===== config.mk =====
export PLATFORM = sky130hd
export DESIGN_NAME = pipeline_sequencer
export DESIGN_NICKNAME = d
export VERILOG_FILES = /design/src/rtl/data_path_muxs_pkg.sv /design/src/rtl/load_use_detect.sv /design/src/rtl/pipeline_sequencer.sv
export SDC_FILE = /design/constraint.sdc
export NUM_CORES = 1
export LEC_CHECK = 0
export ABC_AREA = 1
export CAP_MARGIN = 20
export CORE_ASPECT_RATIO = 0.7
export CORE_MARGIN = 3
export CORE_UTILIZATION = 50
export DETAILED_ROUTE_END_ITERATION = 16
export PLACE_DENSITY = 0.91
export SLEW_MARGIN = 10
export SYNTH_ARGS = -nofsm -noshare
export SYNTH_HDL_FRONTEND = slang
export SYNTH_SLANG_ARGS = --single-unit

===== constraint.sdc =====
create_clock -name CLK -period 5.15 [get_ports CLK]
set_input_delay 0.515 -clock CLK [delete_from_list [all_inputs] [get_ports CLK]]
set_output_delay 0.515 -clock CLK [all_outputs]
set_load 0.01 [all_outputs]

===== src/rtl/data_path_muxs_pkg.sv =====
// data_path_muxs_pkg: shared types and constants for the pipeline datapath glue.
package data_path_muxs_pkg;

    typedef enum logic [1:0] {
        RUN,
        WAIT,
        HALTED
    } seq_state_t;

    localparam logic [31:0] STALL_MAX = 32'hFFFF_FFFF;

endpackage


===== src/rtl/load_use_detect.sv =====
// load_use_detect: flags an ID-stage read of a register that the EX-stage load has not produced yet.
module load_use_detect (
    input  logic       dREN_ID_EX,
    input  logic [4:0] wsel_ID_EX,
    input  logic [4:0] Rs_IF_ID,
    input  logic [4:0] Rt_IF_ID,
    input  logic       uses_rt_IF_ID,
    output logic       hazard
);

    always_comb begin
        hazard = dREN_ID_EX & (wsel_ID_EX != 5'd0)
               & ((wsel_ID_EX == Rs_IF_ID) | (uses_rt_IF_ID & (wsel_ID_EX == Rt_IF_ID)));
    end

endmodule


===== src/rtl/pipeline_sequencer.sv =====
// pipeline_sequencer: stage enable/flush, PC enable and gated cache requests for the 5-stage pipeline.
module pipeline_sequencer
    import data_path_muxs_pkg::*;
(
    input  logic        CLK,
    input  logic        nRST,
    input  logic        ihit,
    input  logic        dhit,
    input  logic        dREN_EX_MEM,
    input  logic        dWEN_EX_MEM,
    input  logic        halt_EX_MEM,
    input  logic        halt_MEM_WB,
    input  logic        dREN_ID_EX,
    input  logic [4:0]  wsel_ID_EX,
    input  logic [4:0]  Rs_IF_ID,
    input  logic [4:0]  Rt_IF_ID,
    input  logic        uses_rt_IF_ID,
    input  logic        branch_taken,
    output logic        enable_IF_ID,
    output logic        enable_ID_EX,
    output logic        enable_EX_MEM,
    output logic        enable_MEM_WB,
    output logic        flush_IF_ID,
    output logic        flush_ID_EX,
    output logic        flush_EX_MEM,
    output logic        flush_MEM_WB,
    output logic        pc_enable,
    output logic        imemREN,
    output logic        dmemREN,
    output logic        dmemWEN,
    output logic        halt,
    output logic [31:0] stall_cycles
);

    seq_state_t  state_q, state_d;
    logic        i_done_q, i_done_d;
    logic        d_done_q, d_done_d;
    logic        halt_q, halt_d;
    logic [31:0] stall_q, stall_d;
    logic        hazard, mem_req, halted, advance, redirect, bubble;

    load_use_detect u_lud (
        .dREN_ID_EX    (dREN_ID_EX),
        .wsel_ID_EX    (wsel_ID_EX),
        .Rs_IF_ID      (Rs_IF_ID),
        .Rt_IF_ID      (Rt_IF_ID),
        .uses_rt_IF_ID (uses_rt_IF_ID),
        .hazard        (hazard)
    );

    always_comb begin
        mem_req       = dREN_EX_MEM | dWEN_EX_MEM;
        halted        = state_q == HALTED;
        advance       = (ihit | i_done_q) & (~mem_req | dhit | d_done_q) & ~halted;
        redirect      = halt_EX_MEM | branch_taken;
        bubble        = advance & hazard & ~redirect;
        enable_IF_ID  = advance & ~bubble;
        enable_ID_EX  = advance;
        enable_EX_MEM = advance;
        enable_MEM_WB = advance;
        flush_IF_ID   = advance & redirect;
        flush_ID_EX   = advance & (redirect | hazard);
        flush_EX_MEM  = advance & halt_EX_MEM;
        flush_MEM_WB  = 1'b0;
        pc_enable     = advance & ~halt_EX_MEM & (branch_taken | ~hazard);
        imemREN       = ~halted & ~i_done_q & ~halt_EX_MEM;
        dmemREN       = dREN_EX_MEM & ~d_done_q & ~halted;
        dmemWEN       = dWEN_EX_MEM & ~d_done_q & ~halted;
        halt          = halt_q;
        stall_cycles  = stall_q;
        // Hits seen while held are remembered so the cache is not asked twice.
        i_done_d      = ~advance & ~halted & (i_done_q | ihit);
        d_done_d      = ~advance & ~halted & (d_done_q | dhit);
        state_d       = (halted | halt_MEM_WB) ? HALTED : advance ? RUN : WAIT;
        halt_d        = state_d == HALTED;
        stall_d       = stall_q + {31'd0, ~halted & (~advance | bubble) & (stall_q != STALL_MAX)};
    end

    always_ff @(posedge CLK or negedge nRST) begin
        if (!nRST) begin
            state_q  <= RUN;
            i_done_q <= 1'b0;
            d_done_q <= 1'b0;
            halt_q   <= 1'b0;
            stall_q  <= 32'd0;
        end else begin
            state_q  <= state_d;
            i_done_q <= i_done_d;
            d_done_q <= d_done_d;
            halt_q   <= halt_d;
            stall_q  <= stall_d;
        end
    end

endmodule


# Yosys cells after proc, flatten, opt, wreduce, memory -nomap -nowiden
# Index checks and enable logic that the tools add are counted.
# Widths: inputs -> output; s select.
# totals
reg_bits	37
in_bits	26
out_inout_bits	45
word_cells	58
# classes
addsub	1
eq_ne	5
mux	2
bitwise	44
reduce_logical	1
# op_table
cell	n
$add 32x1->32	1
$ne 32x32->1 const B	1
$and 1x1->1	24
$or 1x1->1	11
$eq 5x5->1	2
$not 1->1	9
$reduce_bool 5->1	1
$eq 2x2->1 const B	2
$mux 2	1
$mux 1	1

# Depth between registers and ports, before layout
# Gate-level depths: netlist of run 1.
# logic_depth
ltp_word	12
ltp_mapped	18
ltp_nobuf	18

# Cells and area by module
# A second synthesis of run 1 with hierarchy kept.
# unflattened
cells_unflattened	331
hier_area_um2	2304.7
# modules_own_cells
module	instances	cells_per_inst	area_each_um2	seq_area_each_um2
pipeline_sequencer	1	279	2098.3	900.9
load_use_detect	1	52	206.4	0.0

# Worst setup path after synthesis of run 1
# OpenSTA, ideal clock, no wires.
# synth_timing
path_kind	register to register
start	register, netlist name halt
end	register stall_q[26] (netlist: stall_cycles[26])
setup_ns	0.127
arrival_ns	2.285
required_ns	5.023
path_slack_ns	2.738
stages_incl_launch_ff	17
n_path_buf	0
period_less_slack_ns	2.412
path_cell_list	dfrtp_1 inv_1 nor2_1 inv_1 nand2_1 inv_1 a21oi_1 ha_1 ha_1 inv_1 nor2_4 nand2_4 nor2_4 nand2_4 nor2_4 nand2_2 xnor2_2
# synth_rtl
element	line_no	source
to (signal assigned)	pipeline_sequencer.sv:91	stall_q <= stall_d;
to (decl)	pipeline_sequencer.sv:39	logic [31:0] stall_q, stall_d;

# Worst setup path in the final report of run 1
# layout_timing
start	input port dREN_EX_MEM
end	register stall_q[22] (netlist: stall_cycles[22])
# layout_between
elab_chain_cells	12
elab_cells_between_ends	13
cone_classes	add/sub: 1; bitwise: 12
# layout_rtl
element	line_no	source
from (decl)	pipeline_sequencer.sv:9	input logic dREN_EX_MEM,
$or 1x1->1 *	pipeline_sequencer.sv:52	mem_req = dREN_EX_MEM | dWEN_EX_MEM;
$not 1->1 *	pipeline_sequencer.sv:54	advance = (ihit | i_done_q) & (~mem_req | dhit | d_done_q) & ~halted;
$or 1x1->1 * (2 in a row)	pipeline_sequencer.sv:54	
$and 1x1->1 * (2 in a row)	pipeline_sequencer.sv:54	
$and 1x1->1 (2 in a row)	pipeline_sequencer.sv:56	bubble = advance & hazard & ~redirect;
$or 1x1->1 *	pipeline_sequencer.sv:76	stall_d = stall_q + {31'd0, ~halted & (~advance | bubble) & (stall_q != STALL_MAX)};
$and 1x1->1 * (2 in a row)	pipeline_sequencer.sv:76	
$add 32x1->32 *	pipeline_sequencer.sv:76	
named net stall_d[22]	pipeline_sequencer.sv:39	
# The timed path passes the listed nets; every way through them passes the cells marked *.

==> results.sh, run 1 <==
export IMPL_outcome="finished, final reports clean"
export IMPL_antenna_left=0
export IMPL_grt_setup_unrepaired="false"
export IMPL_p_leak_nw=1.54
export IMPL_rows=19
export IMPL_n_fill_cell=327
export IMPL_grt_use_total_pct=23.7
export IMPL_grt_pass1_wl_um=9470
export IMPL_finalNonFillerCells=418
export IMPL_critPathMaxFanout=5
export IMPL_grt_pass1_vias=1928
export IMPL_drt_iter0_drc=175
export IMPL_fp_dieW_um=85.3
export IMPL_insertedDiodeCount=0
export IMPL_nets=393
export IMPL_wl_um=5860
export IMPL_areaGrowthSynthToFinish_pct=37.6
export IMPL_synth_area_leader_cell="dfrtp_1"
export IMPL_clkLatencyLatePin_ns=0.29
export IMPL_holdBufCountCts=0
export IMPL_ys_seq_area_share_pct=40.9
export IMPL_gp_congestion=0.947
export IMPL_hp_class="register to register"
export IMPL_syn_nets=319
export IMPL_place_inst=410
export IMPL_portBuffers=69
export IMPL_yosysMostFrequentCell="nand2_1"
export IMPL_cts_setup_buffers=0
export IMPL_dpl_hpwl_um=4800
export IMPL_period_minus_slack_ns=2.88
export IMPL_cts_tree="done"
export IMPL_clock_skew_ns=0.00979
export IMPL_cp_arrival_ns=3.06
export IMPL_slew_viol_final=0
export IMPL_drive_above_1_share_pct=7.65
export IMPL_initial_core_util_pct=53.9
export IMPL_routedWlPerCell_um=14.0
export IMPL_hold_viol=0
export IMPL_path_clk_slew_ns=0.08
export IMPL_cp_end_kind="register"
export IMPL_synthCells=291
export IMPL_synth_area_top_cells="dfrtp_1, nand2_1, xor2_1"
export IMPL_drt_pass1_iter_count=4
export IMPL_ys_types=27
export IMPL_fp_dieArea_um2=5250
export IMPL_antenna_found_initial=0
export IMPL_clkPwrFrac_pct=31.7
export IMPL_core_area_um2=4090
export IMPL_synth_warnings=0
export IMPL_synth_cells_most_frequent="nand2_1, inv_1, dfrtp_1"
export IMPL_synth_top_area_share_pct=40.9
export IMPL_required_ns=5.33
export IMPL_viasPerCell=5.09
export IMPL_cts_resized=0
export IMPL_synth_seq_cells=36
export IMPL_cts_buffers=5
export IMPL_timing_final_crit_share_pct=55.8
export IMPL_setup_tns_ns=0
export IMPL_root_buffer="clkbuf_8"
export IMPL_startpoint_type="primary input"
export IMPL_crit_type="primary input to register"
export IMPL_grt_max_degree=37
export IMPL_synth_main_ff_cell="dfrtp_1"
export IMPL_finalSetupViolCount=0
export IMPL_h_tree_depth=2
export IMPL_intPower_mw=0.452
export IMPL_clk_path_buf_depth=2
export IMPL_synth_area_um2=2200
export IMPL_vdd_drop_max_uv=192
export IMPL_power_switching_mw=0.180
export IMPL_switching_share_pct=28.4
export IMPL_postSynth_asyncResetShare_pct=100
export IMPL_p_comb_share_pct=17.1
export IMPL_p_per_area_nw_per_um2=208
export IMPL_syn_area_per_cell_um2=7.57
export IMPL_drc=0
export IMPL_vias=2127
export IMPL_cts_sinks=36
export IMPL_synth_edf_count=0
export IMPL_die_h_um=61.5
export IMPL_max_cap_violations=0
export IMPL_grt_overflow_total=0
export IMPL_io_pins=71
export IMPL_max_freq_mhz=348
export IMPL_seqPwrFrac_pct=51.1
==> routing by layer <==
metal  vias to the layer above  track usage [%]  share of wire, %
met5                         -                0                 0
met4                         0             6.77               1.0
met3                        11             7.49               9.2
met2                        87             35.2                44
met1                      1001             33.8                46
li1                       1028                -                 -
==> registers in the layout (all words and copies together), names as in the netlist <==
signal and count:
stall_cycles 32, i_done_q 1, d_done_q 1, state_q 1, halt 1
==> worst paths after layout <==
path	endpoint	from	cells past startpoint	slack, ns
max	stall_cycles[22]	dREN_EX_MEM	17	2.27
min	stall_cycles[31]	stall_cycles[31]	1	0.52
max reg2reg	stall_cycles[22]	halt	16	2.44
min reg2reg	stall_cycles[31]	stall_cycles[31]	1	0.52
max in group asynchronous	stall_cycles[31]	nRST	2	4.18
min in group asynchronous	stall_cycles[22]	nRST	2	0.64
==> cells by family (layout without fill, tap and decap cells) <==
logic type / Yosys count / in the layout / share of synthesized area [%]
XOR/XNOR: 29 / 29 / 11.9
other: 1 / 1 / 0.170
AO/OA/AOI/OAI: 6 / 6 / 1.42
flip-flops: 36 / 36 / 40.9
adder cells (fa/ha/maj): 2 / 2 / 1.14
AND/OR/NAND/NOR: 162 / 162 / 34.6
buffers and inverters: 55 / 130 / 9.88
==> cells in the final DEF (no fill, tap or decap) <==
| cell | synthesis | layout |
|---|---|---|
| o21ai_0 | 2 | 2 |
| nand3b_1 | 1 | 1 |
| nor3_4 | 1 | 1 |
| inv_1 | 52 | 52 |
| nor3_1 | 15 | 15 |
| or2_2 | 2 | 2 |
| clkdlybuf4s50_1 | 0 | 69 |
| ha_1 | 2 | 2 |
| nor3_2 | 3 | 3 |
| xnor2_1 | 5 | 5 |
| a31oi_1 | 1 | 1 |
| buf_4 | 3 | 1 |
| dfrtp_1 | 36 | 36 |
| nand2_4 | 2 | 2 |
| clkinv_4 | 0 | 1 |
| nor2_4 | 3 | 3 |
| conb_1 | 1 | 1 |
| and3_2 | 1 | 1 |
| clkinv_2 | 0 | 2 |
| nand2_2 | 2 | 2 |
| a21oi_1 | 3 | 3 |
| nor2_1 | 34 | 34 |
| nor2_2 | 2 | 2 |
| nand4_1 | 5 | 5 |
| nand3_1 | 13 | 13 |
| nor3b_1 | 1 | 1 |
| xnor2_2 | 1 | 1 |
| nand2_1 | 75 | 75 |
| clkbuf_8 | 0 | 5 |
| xor2_1 | 23 | 23 |
| nand3_2 | 2 | 2 |
==> power groups by stage <==
| stage | registers, mW | clock network (mW) | logic (mW) |
|---|---|---|---|
| final | 0.323 | 0.200 | 0.108 |
| after global routing | 0.327 | 0.212 | 0.116 |
| after CTS | 0.323 | 0.201 | 0.110 |
| after detailed placement | 0.329 | 0 | 0.110 |
| after global placement | 0.327 | 0 | 0.105 |
| after floorplan | 0.332 | 0 | 0.0331 |
==> worst max-delay path, cell delays in order <==
cell and delay (ns):
clkdlybuf4s50_1 0.47, inv_1 0.06, nand2_1 0.06, a31oi_1 0.12, nand2_1 0.19, inv_1 0.13
a21oi_1 0.17, ha_1 0.23, ha_1 0.20, inv_1 0.07, nor2_4 0.19, nand2_4 0.09
nor2_4 0.16, nand3_2 0.11, inv_1 0.07, nand2_1 0.07, xor2_1 0.16
==> area by class of cell <==
class                      count  area (µm²)  area share [%]
multi-input combinational    200        1080            35.8
clock inverter                 3        18.8           0.619
sequential                    36         901            29.7
timing repair buffer          70         698            23.0
tap                           52        65.1            2.15
inverter                      52         195            6.44
clock buffer                   5        68.8            2.27
==> metrics by stage <==
step	instance area (µm²)	util (%)	hold WS, ns	total power [mW]	setup WS (ns)
2_1_floorplan	2200	-	0.219	0.365	2.74
3_3_place_gp	2940	72.0	0.510	0.433	2.10
3_5_place_dp	2940	72.0	0.504	0.438	1.96
4_1_cts	3030	74.1	0.516	0.634	2.25
5_1_grt	3030	74.1	0.541	0.655	1.97
6_report	3030	74.1	0.521	0.631	2.27
Note: power is estimated with default switching activity, not from simulation.
==> run 2, diff against run 1 <==
--- a/config.mk
+++ b/config.mk
@@ -9,9 +9,9 @@
 export CAP_MARGIN = 20
 export CORE_ASPECT_RATIO = 0.7
 export CORE_MARGIN = 3
-export CORE_UTILIZATION = 50
+export CORE_UTILIZATION = 42
 export DETAILED_ROUTE_END_ITERATION = 16
-export PLACE_DENSITY = 0.91
+export PLACE_DENSITY = 0.82
 export SLEW_MARGIN = 10
 export SYNTH_ARGS = -nofsm -noshare
 export SYNTH_HDL_FRONTEND = slang
==> constraint.sdc (replaced) <==
create_clock -name CLK -period 2.42 [get_ports CLK]
set_input_delay 0.242 -clock CLK [delete_from_list [all_inputs] [get_ports CLK]]
set_output_delay 0.242 -clock CLK [all_outputs]
set_load 0.01 [all_outputs]
==> run 2 against run 1 <==
Compared with the run above:
- critical path depth is 3 lower
- sequential power increased by 110%
- clock skew is essentially flat
- cell area increased by 15%
- combinational power grew to 2.6 times the previous value
- global-route usage fell by 1.1 points
- die area up 17%
- largest cell class unchanged
- highest routed layer unchanged
==> results.sh, run 2 (synthesis results as in run 1) <==
export IMPL_path_clk_slew_ns=0.08
export IMPL_antenna_left=0
export IMPL_cp_startpoint="stall_cycles[20]"
export IMPL_holdBufCountCts=0
export IMPL_hold_viol=0
export IMPL_wl_um=6770
export IMPL_grt_overflow_total=0
export IMPL_io_pins=71
export IMPL_cp_arrival_ns=2.54
export IMPL_drt_pass1_iter_count=4
export IMPL_clock_skew_ns=0.00931
export IMPL_wl_met1_um=3070
export IMPL_top_layer="met4"
export IMPL_p_leak_nw=1.88
export IMPL_post_place_ws_ns=-0.399
export IMPL_crit_type="register to register"
export IMPL_areaGrowthSynthToFinish_pct=58.0
export IMPL_grt_pass1_wl_um=10700
export IMPL_portBuffers=69
export IMPL_fp_dieArea_um2=6170
export IMPL_finalNonFillerCells=481
export IMPL_setup_tns_ns=0
export IMPL_largest_reg_flops=32
export IMPL_post_route_util_pct=70.9
export IMPL_mostFrequentLayoutCell="nand2_1"
export IMPL_place_inst=466
export IMPL_antenna_found_initial=0
export IMPL_routedWlPerCell_um=14.1
export IMPL_critPathMaxFanout=4
export IMPL_n_fill_cell=350
export IMPL_clk_path_buf_depth=2
export IMPL_startpoint_type="register"
export IMPL_p_per_area_nw_per_um2=399
export IMPL_core_area_um2=4910
export IMPL_required_ns=2.61
export IMPL_fp_dieW_um=92.6
export IMPL_insertedDiodeCount=0
export IMPL_grt_pass1_vias=2150
export IMPL_dpl_hpwl_um=5320
export IMPL_wl_met3_um=532
export IMPL_grt_max_degree=37
export IMPL_layout_common_cells="nand2_1, clkdlybuf4s50_1, inv_1"
export IMPL_cp_end_kind="register"
export IMPL_root_buffer="clkbuf_8"
export IMPL_die_h_um=66.6
export IMPL_viasPerCell=4.69
export IMPL_nets=439
export IMPL_cts_sinks=36
export IMPL_layout_setup_ws_ns=0.0690
export IMPL_drt_iter0_drc=182
export IMPL_slew_viol_final=0
export IMPL_timing_final_crit_share_pct=97.1
export IMPL_drive_above_1_share_pct=21.8
export IMPL_r2r_start="stall_cycles[20]"
export IMPL_vias=2254
export IMPL_outcome="finished, final reports clean"
export IMPL_rows=21
export IMPL_initial_core_util_pct=44.8
export IMPL_grt_use_total_pct=22.7
export IMPL_finalSetupViolCount=0
export IMPL_gp_congestion=0.977
export IMPL_wl_met2_um=3100
export IMPL_cts_tree="done"
export IMPL_period_minus_slack_ns=2.35
export IMPL_cts_buffers=5
export IMPL_hp_class="primary input to async pin"
export IMPL_vdd_drop_max_uv=223
export IMPL_max_freq_mhz=425
export IMPL_h_tree_depth=2
export IMPL_drc=0
export IMPL_clkLatencyLatePin_ns=0.30
export IMPL_max_cap_violations=0
## run 2: final cells by class
cell class | instances | area [µm²] | share of cell area [%]
clock buffers | 5 | 68.8 | 1.98
clock inverters | 3 | 18.8 | 0.539
inverters | 52 | 195 | 5.61
multi-input cells | 200 | 1150 | 33.0
flip-flops and latches | 36 | 901 | 25.9
well taps | 69 | 86.3 | 2.48
repair buffers | 116 | 1060 | 30.5
## run 2: timing repair
action	in CTS	in global routing
endpoints found under the setup margin	9	22
buffers inserted	3	4
pin swaps	6	18
endpoints found under the hold margin	0	0
gates cloned	0	0
gates resized for setup	11	22
## run 2: worst paths after layout
path                               endpoint  slack, ns  cells past startpoint
setup reg to reg           stall_cycles[17]       0.07                     14
min in group CLK                   d_done_q       0.52                      3
max in group asynchronous  stall_cycles[30]       1.73                      2
hold reg to reg            stall_cycles[21]       0.53                      1
hold / removal              stall_cycles[3]       0.36                      2
setup / recovery           stall_cycles[17]       0.07                     14
## run 2: metrics by stage
step | cell area (µm²) | hold WS [ns] | total power, mW
2_1_floorplan | 2200 | -0.0536 | 0.776
3_3_place_gp | 3260 | 0.507 | 0.948
3_5_place_dp | 3260 | 0.509 | 0.959
4_1_cts | 3390 | 0.381 | 1.39
5_1_grt | 3480 | 0.405 | 1.45
6_report | 3480 | 0.363 | 1.39
## run 2: per-layer routing
layer	up-vias	global-route usage, %
li1	1125	-
met4	0	5.74
met5	-	0
met3	7	5.08
met2	79	35.9
met1	1043	31.5
## run 2: power by group
part | switching (mW) | internal (mW)
clock network | 0.225 | 0.200
registers | 0.0430 | 0.636
logic | 0.139 | 0.146
## run 2: critical path: stages (launching register included)
cell,delay [ns]
dfrtp_1,0.44
nand2_1,0.15
inv_1,0.05
nand2_1,0.08
nor3b_1,0.06
nand3_1,0.06
nand2_1,0.06
a21oi_2,0.10
ha_2,0.22
buf_4,0.14
nand3_4,0.08
nor3_4,0.26
nand4_1,0.21
buf_4,0.20
xor2_1,0.13
==> run 3, diff against run 2 <==
--- a/config.mk
+++ b/config.mk
@@ -6,6 +6,7 @@
 export NUM_CORES = 1
 export LEC_CHECK = 0
 export ABC_AREA = 1
+export ABC_CLOCK_PERIOD_IN_PS = 2420
 export CAP_MARGIN = 20
 export CORE_ASPECT_RATIO = 0.7
 export CORE_MARGIN = 3
==> results of run 3 <==
Same layout as run 2: the final DEF is identical, and so are final timing and power.
